==> src/rtl/cpl_timeout_sched_if.sv <==
// Request/completion/timeout-event bundle between the transaction layer and
// the completion-timeout scheduler.
interface cpl_timeout_sched_if #(
  parameter int unsigned TAG_W = 3
);
  logic             alloc_valid;
  logic [TAG_W-1:0] alloc_tag;
  logic             cpl_valid;
  logic [TAG_W-1:0] cpl_tag;
  logic             to_valid;
  logic [TAG_W-1:0] to_tag;
  logic             to_ready;

  modport master (
    output alloc_valid, alloc_tag, cpl_valid, cpl_tag, to_ready,
    input  to_valid, to_tag
  );

  modport slave (
    input  alloc_valid, alloc_tag, cpl_valid, cpl_tag, to_ready,
    output to_valid, to_tag
  );
endinterface

==> src/rtl/cpl_timeout_sched.sv <==
// Completion-timeout scheduler: timestamps outstanding non-posted tags against
// a shared free-running timer and reports expired tags one at a time.
module cpl_timeout_sched #(
  parameter int unsigned TAGS  = 8,
  parameter int unsigned TAG_W = 3,
  parameter int unsigned WIDTH = 44
) (
  input  logic                 clk,
  input  logic                 rst,
  input  logic [WIDTH-1:0]     timer,
  output logic                 timer_sync_rst,
  input  logic                 timeout_en,
  input  logic [WIDTH-1:0]     timeout_limit,
  cpl_timeout_sched_if.slave   bus,
  output logic [TAG_W:0]       outstanding,
  output logic                 dup_alloc_err,
  output logic                 unexp_cpl_err
);

  localparam int unsigned CNT_W = TAG_W + 1;

  typedef enum logic {
    EV_IDLE = 1'b0,
    EV_PEND = 1'b1
  } ev_state_e;

  ev_state_e        ev_q, ev_d;
  logic [TAG_W-1:0] to_tag_q, to_tag_d;

  logic [TAGS-1:0]  valid_q, valid_d;
  logic [WIDTH-1:0] stamp_q [TAGS];
  logic [TAG_W-1:0] scan_ptr_q;
  logic [CNT_W-1:0] outstanding_d;
  logic             armed_q;

  logic             stall;
  logic             scan_en;
  logic [WIDTH-1:0] elapsed;
  logic             expired;
  logic             scan_hit;
  logic             detect;
  logic             cpl_same;
  logic             cpl_free;
  logic             alloc_new;
  logic             dup_d;
  logic             unexp_d;
  logic             clr_d;
  logic [WIDTH-1:0] alloc_stamp;

  // Slot bookkeeping and scanner decision for the current cycle
  always_comb begin
    stall     = (ev_q == EV_PEND) && !bus.to_ready;
    scan_en   = timeout_en && !stall;
    elapsed   = timer - stamp_q[scan_ptr_q];
    expired   = (elapsed >= timeout_limit);
    scan_hit  = (bus.cpl_valid && (bus.cpl_tag == scan_ptr_q)) ||
                (bus.alloc_valid && (bus.alloc_tag == scan_ptr_q));
    detect    = scan_en && valid_q[scan_ptr_q] && expired && !scan_hit;

    cpl_same  = bus.cpl_valid && bus.alloc_valid && (bus.cpl_tag == bus.alloc_tag);
    cpl_free  = bus.cpl_valid && valid_q[bus.cpl_tag];
    alloc_new = bus.alloc_valid && (!valid_q[bus.alloc_tag] || cpl_same);
    dup_d     = bus.alloc_valid && valid_q[bus.alloc_tag] && !cpl_same;
    unexp_d   = bus.cpl_valid && !valid_q[bus.cpl_tag];

    valid_d = valid_q;
    if (detect)          valid_d[scan_ptr_q]    = 1'b0;
    if (bus.cpl_valid)   valid_d[bus.cpl_tag]   = 1'b0;
    if (bus.alloc_valid) valid_d[bus.alloc_tag] = 1'b1;

    outstanding_d = outstanding + CNT_W'(alloc_new) - CNT_W'(cpl_free) - CNT_W'(detect);

    clr_d = armed_q && (outstanding == '0) && !bus.alloc_valid && timer_sync_rst;

    // The timer reads zero next cycle while its clear is applied, so stamp to match
    alloc_stamp = timer_sync_rst ? timer : '0;
  end

  // Timeout event channel: next-state and payload
  always_comb begin
    ev_d     = ev_q;
    to_tag_d = to_tag_q;
    unique case (ev_q)
      EV_IDLE: begin
        if (detect) begin
          ev_d     = EV_PEND;
          to_tag_d = scan_ptr_q;
        end
      end
      EV_PEND: begin
        if (bus.to_ready) begin
          if (detect) begin
            ev_d     = EV_PEND;
            to_tag_d = scan_ptr_q;
          end else begin
            ev_d = EV_IDLE;
          end
        end
      end
      default: ev_d = EV_IDLE;
    endcase
  end

  always_ff @(posedge clk or negedge rst) begin
    if (!rst) begin
      ev_q     <= EV_IDLE;
      to_tag_q <= '0;
    end else begin
      ev_q     <= ev_d;
      to_tag_q <= to_tag_d;
    end
  end

  always_ff @(posedge clk or negedge rst) begin
    if (!rst) begin
      valid_q        <= '0;
      scan_ptr_q     <= '0;
      outstanding    <= '0;
      dup_alloc_err  <= 1'b0;
      unexp_cpl_err  <= 1'b0;
      timer_sync_rst <= 1'b1;
      armed_q        <= 1'b0;
      for (int i = 0; i < int'(TAGS); i++) begin
        stamp_q[i] <= '0;
      end
    end else begin
      valid_q        <= valid_d;
      outstanding    <= outstanding_d;
      dup_alloc_err  <= dup_d;
      unexp_cpl_err  <= unexp_d;
      timer_sync_rst <= !clr_d;
      if (scan_en) begin
        scan_ptr_q <= scan_ptr_q + TAG_W'(1);
      end
      if (bus.alloc_valid) begin
        stamp_q[bus.alloc_tag] <= alloc_stamp;
        armed_q                <= 1'b1;
      end else if (clr_d) begin
        armed_q <= 1'b0;
      end
    end
  end

  assign bus.to_valid = (ev_q == EV_PEND);
  assign bus.to_tag   = to_tag_q;

endmodule

==> src/flat_wrapper.sv <==
// flat-port wrapper written by rule: the top's interface ports become plain ports
module cpl_timeout_sched_flat 
#(
  parameter int unsigned TAGS  = 8,
  parameter int unsigned TAG_W = 3,
  parameter int unsigned WIDTH = 44
)
  (clk, rst, timer, timer_sync_rst, timeout_en, timeout_limit, outstanding, dup_alloc_err, unexp_cpl_err, bus_alloc_valid, bus_alloc_tag, bus_cpl_valid, bus_cpl_tag, bus_to_ready, bus_to_valid, bus_to_tag);
  cpl_timeout_sched_if #(.TAG_W(TAG_W)) bus_i ();
  input  logic clk;
  input  logic rst;
  input  logic [WIDTH-1:0] timer;
  output logic timer_sync_rst;
  input  logic timeout_en;
  input  logic [WIDTH-1:0] timeout_limit;
  output logic [TAG_W:0] outstanding;
  output logic dup_alloc_err;
  output logic unexp_cpl_err;
  input wire logic [$bits(bus_i.alloc_valid)-1:0] bus_alloc_valid;
  input wire logic [$bits(bus_i.alloc_tag)-1:0] bus_alloc_tag;
  input wire logic [$bits(bus_i.cpl_valid)-1:0] bus_cpl_valid;
  input wire logic [$bits(bus_i.cpl_tag)-1:0] bus_cpl_tag;
  input wire logic [$bits(bus_i.to_ready)-1:0] bus_to_ready;
  output wire logic [$bits(bus_i.to_valid)-1:0] bus_to_valid;
  output wire logic [$bits(bus_i.to_tag)-1:0] bus_to_tag;
  assign bus_i.alloc_valid = bus_alloc_valid;
  assign bus_i.alloc_tag = bus_alloc_tag;
  assign bus_i.cpl_valid = bus_cpl_valid;
  assign bus_i.cpl_tag = bus_cpl_tag;
  assign bus_i.to_ready = bus_to_ready;
  assign bus_to_valid = bus_i.to_valid;
  assign bus_to_tag = bus_i.to_tag;
  cpl_timeout_sched #(.TAGS(TAGS), .TAG_W(TAG_W), .WIDTH(WIDTH)) u_core (.clk(clk), .rst(rst), .timer(timer), .timer_sync_rst(timer_sync_rst), .timeout_en(timeout_en), .timeout_limit(timeout_limit), .bus(bus_i), .outstanding(outstanding), .dup_alloc_err(dup_alloc_err), .unexp_cpl_err(unexp_cpl_err));
endmodule
==> config.mk <==
export PLATFORM = sky130hd
export DESIGN_NAME = cpl_timeout_sched_flat
export DESIGN_NICKNAME = d
export VERILOG_FILES = /design/src/rtl/cpl_timeout_sched_if.sv /design/src/rtl/cpl_timeout_sched.sv /design/src/flat_wrapper.sv
export SDC_FILE = /design/constraint.sdc
export NUM_CORES = 1
export LEC_CHECK = 0
export ABC_AREA = 0
export CORE_AREA = 2 2 182 184
export DETAILED_ROUTE_END_ITERATION = 7
export DIE_AREA = 0 0 184 186
export DONT_BUFFER_PORTS = 1
export HOLD_SLACK_MARGIN = 0.1
export PLACE_DENSITY = 0.73
export REMOVE_ABC_BUFFERS = 1
export SYNTH_ARGS = -nofsm -noshare
export SYNTH_HDL_FRONTEND = slang
export SYNTH_SLANG_ARGS = --single-unit
export TNS_END_PERCENT = 50
==> constraint.sdc <==
create_clock -name clk -period 10.68 [get_ports clk]
set_clock_uncertainty 0.15 [all_clocks]
set_input_delay 0.534 -clock clk [delete_from_list [all_inputs] [get_ports clk]]
set_output_delay 0.534 -clock clk [all_outputs]
set_load 0.03 [all_outputs]
=== After elaboration in Yosys (flattened, before gate mapping) ===
Cells that the tools add are included.

* Bits in registers: 375
* Input bits: 100

* Add/subtract/negate cells: 5
* Magnitude comparators: 10
* Eq/ne operators: 4
* Mux-type cells: 30
* Bitwise logic cells: 8
* Reductions and logical operators: 33

{| class="wikitable"
|+ Operator list
! kind !! count
|-
| $bwmux 352 || 1
|-
| $mux 44 || 4
|-
| $bmux 44 s3 || 1
|-
| $demux 44 s3 || 1
|-
| $ge 44x44->1 || 1
|-
| $sub 44x44->44 || 1
|-
| $mux 8 || 3
|-
| $logic_and 1x1->1 || 21
|-
| $and 8x8->8 || 2
|-
| $not 8->8 || 2
|-
| $lt 3x4->1 const B || 3
|-
| $mux 1 || 10
|-
| $bmux 1 s3 || 3
|-
| $demux 1 s3 || 3
|-
| $eq 3x3->1 || 3
|-
| $ge 3x1->1 const B || 3
|-
| $ge 4x4->1 const B || 2
|-
| $logic_not 1->1 || 8
|-
| $not 3->4 || 2
|-
| $or 8x8->8 || 1
|-
| $sub 4x1->4 || 2
|-
| $mux 3 || 2
|-
| $pmux 3 s2 || 1
|-
| $add 4x1->4 || 1
|-
| 8 further kinds || 9
|}

=== Logic depth before layout (Yosys ltp) ===
* Depth in word-level cells: 13
* Gate-level depth with buffers: 32
* Gate-level depth less buffers: 29

=== Worst setup path after synthesis ===
OpenSTA, ideal clock, no wires.

* Path type: register -> register
* From: register u_core.scan_ptr_q[1]
* To: register u_core.outstanding[3]
* Library setup time: 0.123 ns
* Arrival: 6.611 ns
* Setup slack: 3.796 ns
* Cell stages (with the launch flop): 33
* Cells stage by stage: dfrtp_1 -> buf_4 -> nor3_2 -> clkbuf_1 -> clkbuf_1 -> a22oi_1 -> nand4_1 -> ha_1 -> inv_1 -> fa_1 -> a21o_1 -> a221oi_2 -> nor3b_2 -> nor3_2 -> nor2_1 -> a21o_1 -> a21oi_1 -> xnor2_1 -> ha_1 -> a21o_1 -> a21o_1 -> a21oi_1 -> o21ai_0 -> a311o_1 -> a211oi_2 -> nor2_2 -> buf_6 -> fa_1 -> inv_1 -> ha_1 -> ha_1 -> fa_1 -> xnor2_1

* Word-level cells in the longest chain between the ends: 9
* Elaborated cells on any way between the ends: 18
* Those cells by class: add/sub (2); order compare (1); eq/ne (2); mux (5); bitwise (1); reduce/logical (7)

{| class="wikitable"
|+ RTL lines
! what !! RTL line !! text
|-
| from (decl) || cpl_timeout_sched.sv:32 || <nowiki>logic [TAG_W-1:0] scan_ptr_q;</nowiki>
|-
| from (signal assigned) || cpl_timeout_sched.sv:133 || <nowiki>scan_ptr_q <= scan_ptr_q + TAG_W'(1);</nowiki>
|-
| $not 3->4 (not written as such) || cpl_timeout_sched.sv:54 || <nowiki>elapsed = timer - stamp_q[scan_ptr_q];</nowiki>
|-
| $bmux 44 s3 || cpl_timeout_sched.sv:54 ||
|-
| $mux 44 (not written as such) (2 in series) || cpl_timeout_sched.sv:54 ||
|-
| $sub 44x44->44 || cpl_timeout_sched.sv:54 ||
|-
| $ge 44x44->1 || cpl_timeout_sched.sv:55 || <nowiki>expired = (elapsed >= timeout_limit);</nowiki>
|-
| $logic_and 1x1->1 || cpl_timeout_sched.sv:58 || <nowiki>detect = scan_en && valid_q[scan_ptr_q] && expired && !scan_hit;</nowiki>
|-
| $logic_and 1x1->1 (*) || cpl_timeout_sched.sv:58 ||
|-
| $sub 4x1->4 (*) || cpl_timeout_sched.sv:71 || <nowiki>outstanding_d = outstanding + CNT_W'(alloc_new) - CNT_W'(cpl_free) - CNT_W'(detect);</nowiki>
|-
| net u_core.outstanding_d[3] || cpl_timeout_sched.sv:33 || <nowiki>logic [CNT_W-1:0] outstanding_d;</nowiki>
|-
| to (signal assigned) || cpl_timeout_sched.sv:128 || <nowiki>outstanding <= outstanding_d;</nowiki>
|-
| to (decl) || cpl_timeout_sched.sv:15 || <nowiki>output logic [TAG_W:0] outstanding,</nowiki>
|}

Mark *: on every way through the listed nets, which the timed path passes. The rest lies on a longest branch. The select of a mux whose other input is x is not followed.
A chain may end at the register's enable or synchronous reset.

=== Worst setup path in the final report ===
* From: register u_core.scan_ptr_q[2]
* To: register u_core.outstanding[2]

The elaborated chain is that of the path after synthesis.

==> impl_metrics.toml <==
[run_status]
status = "complete, no violations"

[worst_setup_path]
r2r_end = "u_core.outstanding[2]"
criticalPathCategory = "reg2reg"
crit_required_ns = 10.94
arrival_ns = 8.69
ff2ff_setup_slack_ns = 2.25
r2r_start = "u_core.scan_ptr_q[2]"
start_kind = "flip-flop"
worst-path-max-fanout = 29
endpoint_kind = "flip-flop"
rr_worst_depth = 25

[yosys]
syn_avg_cell_area_um2 = 9.37
synth_flop_cell = "dfrtp_1"
netlist_area_um2 = 19200
synth_edf_count = 0
seq_area_frac_synth_pct = 49.0
synthTopCellsByCount = "435 x nand2_1, 382 x o21ai_0, 374 x dfrtp_1"
yosysWarnings = 0
synth.most_common_cell = "nand2_1"
synth_area_leader_cell = "dfrtp_1"
synth_area_leaders = "dfrtp_1 49%, o21ai_0 10%, nand2_1 8.5%"
synth-seq-cells = 375
synth_top_area_share_pct = 48.8
ys_types = 72
syn-instance-count = 2046
synthArstFlopShare_pct = 100

[clocking]
cts_tree = "built"
cts_max_path_buffers = 3
cts_inserted_buffers = 42
path_clk_slew_ns = 0.06
cts.sinks = 375
post-cts-setup-buffer-count = 0
root_buffer = "clkbuf_16"
clk_latency_ns = 0.53
cts-resized-gates = 0
htreeDepth = 2
hold_buffers = 8

[timing]
final-setup-viol-count = 0
layout_min_cycle_time_ns = 8.43
fin_crit_sh_pct = 79.0
maxSlewViolCount = 0
hold_viol = 0
slew_headroom_pct = 23.8
max_freq_ghz = 0.119
worst_pin_slew_ns = 1.14
rsz0062_at_grt = "false"
timing.setup.tns_ns = 0

[final_layout]
final_net_count = 2185
syn2layout_area_growth_pct = 9.62
utilization_pct = 65.2
final_cells = 2428
fill_cells = 2561
final_layout_size_suffix_gt1_share_pct = 6.64

[route]
drcViolationCount = 0
drt-vias-per-instance = 6.50
drt_iter0_drc = 1499
via_count = 15800
totalWireLength_mm = 54.1
ant_nets = 0
routedWlPerCell_um = 22.3
first_pass_iters = 6

[grt]
globalRouteMet1Util_pct = 44.3
grtUsageTotal_pct = 32.1
grt_pass1_wl_mm = 85.2
met2_usage_pct = 50.7
grt_pass1_vias = 15300
grt_overflow = 0
antenna_found_initial = 3
grt_busiest_layer = "met2"
use_met3_pct = 6.40
grt_max_degree = 376

[power]
leakagePower_nw = 9.74
p_per_area_nw_per_um2 = 323
vdd_drop_max_uv = 191

[min_path]
hold_path_end = "u_core.stamp_q[263]"
whs_path_depth = 2
worstHoldStart = "timer[43]"
min_path_type = "in2reg"

[job]
drv_cap = 0

[placement]
gp_congestion = 1.00
portBuffers = 0
place_inst = 2342
hpwl_mm = 32.8

[floorplanning]
ioPinCount = 111
die_area_um2 = 34200
initial_core_util_pct = 59.5
die_h_um = 186
core.rowCount = 66
fp.dieW_um = 184
coreArea_um2 = 32200
==> cell type report <==
| cell class | instances | area (um2) | share of cell area, % |
|---|---|---|---|
| Antenna cell | 1 | 2.50 | 0.0119 |
| Tap cell | 408 | 510 | 2.43 |
| Multi-Input combinational cell | 1479 | 9140 | 43.5 |
| Clock buffer | 60 | 1230 | 5.86 |
| Clock inverter | 14 | 208 | 0.989 |
| Inverter | 61 | 229 | 1.09 |
| Sequential cell | 375 | 9390 | 44.7 |
| Timing Repair Buffer | 30 | 305 | 1.45 |
==> power breakdown <==
| part | leakage [nW] | total (W) | internal [W] | switching (W) |
|---|---|---|---|---|
| sequential | 4.71 | 0.00201 | 0.00175 | 0.000266 |
| clock | 0.704 | 0.00150 | 0.000921 | 0.000576 |
| combinational | 4.33 | 0.00328 | 0.00134 | 0.00194 |
| total | 9.74 | 0.00679 | 0.00401 | 0.00278 |
==> flip-flops by register name, indices dropped and copies added (netlist names), 3 cells and up <==
signal              count
u_core.outstanding      4
u_core.bus.to_tag       3
u_core.scan_ptr_q       3
u_core.valid_q          8
u_core.stamp_q        352
==> layout by cell type (no fill, tap or decap), drive strengths merged, types with 3 or more instances in the layout <==
master and count:
nand2b 8, a31oi 3, clkbuf 60, nor2b 10
ha 93, nor3 8, o21a 7, mux4 6
inv 63, and4 4, dlygate4sd3 8, nor3b 7
fa 3, clkinv 5, o31ai 6, o311ai 3
xor2 14, a21o 42, and3 48, o21ai 386
nand4 22, buf 22, o211a 3, a21oi 55
nand3 18, a221oi 45, nor2 30, a22o 42
or3 3, mux2 5, dfrtp 374, bufinv 5
a22oi 101, nand2 435, o21bai 4, xnor2 38
o211ai 3
==> routing by layer <==
| layer | vias to the layer above | share of wire [%] |
|---|---|---|
| met5 | - | 0.033 |
| met4 | 4 | 3.1 |
| met3 | 118 | 8.6 |
| met2 | 679 | 46 |
| met1 | 7791 | 43 |
| li1 | 7184 | - |
==> cells by family after synthesis <==
| family | count (synthesis) | synth area share [%] |
|---|---|---|
| compound gates | 719 | 23.5 |
| flops | 375 | 49.0 |
| buf+inv | 192 | 3.87 |
| xor+xnor | 52 | 2.38 |
| mux | 13 | 1.12 |
| fa+ha+maj | 96 | 6.39 |
| simple gates | 599 | 13.8 |
==> critical path, stage by stage (launching register included) <==
cell and delay [ns]:
dfrtp_1 0.78, nor3b_4 1.02, buf_4 0.58, a22o_1 0.20, a221oi_1 0.04, and3_1 0.24
ha_1 0.32, a21oi_1 0.20, o21ai_1 0.13, a221oi_1 0.28, nand2_1 0.19, a21oi_2 0.36
o21ai_0 0.21, a21oi_1 0.20, xnor2_1 0.09, ha_1 0.31, nand4_1 0.10, o21ai_0 0.64
o211a_1 0.34, a211oi_2 0.11, nor2_2 0.51, fa_1 0.50, inv_1 0.07, ha_1 0.14
ha_1 0.16, fa_1 0.41
==> worst max path at each step <==
| stage | startpoint | depth (start not counted) | to |
|---|---|---|---|
| 6_report | u_core.scan_ptr_q[2] | 25 | u_core.outstanding[2] |
| 5_1_grt | u_core.scan_ptr_q[2] | 25 | u_core.outstanding[2] |
| 4_1_cts | u_core.scan_ptr_q[2] | 25 | u_core.outstanding[2] |
| 3_5_place_dp | u_core.scan_ptr_q[2] | 25 | u_core.outstanding[2] |
| 3_3_place_gp | u_core.scan_ptr_q[2] | 25 | u_core.outstanding[2] |
| 2_1_floorplan | u_core.scan_ptr_q[2] | 29 | u_core.outstanding[3] |
==> metrics by stage <==
stage / setup slack [ns] / total power [W] / cell area [um2] / hold WS (ns)
2_1_floorplan: 3.17 / 0.00431 / 18600 / 0.0884
3_3_place_gp: 2.55 / 0.00507 / 19400 / 0.108
3_5_place_dp: 2.39 / 0.00520 / 19400 / 0.103
4_1_cts: 2.34 / 0.00674 / 20900 / 0.119
5_1_grt: 1.82 / 0.00726 / 21000 / 0.156
6_report: 2.25 / 0.00679 / 21000 / 0.134
No activity file was read; power rests on OpenSTA's default activity.
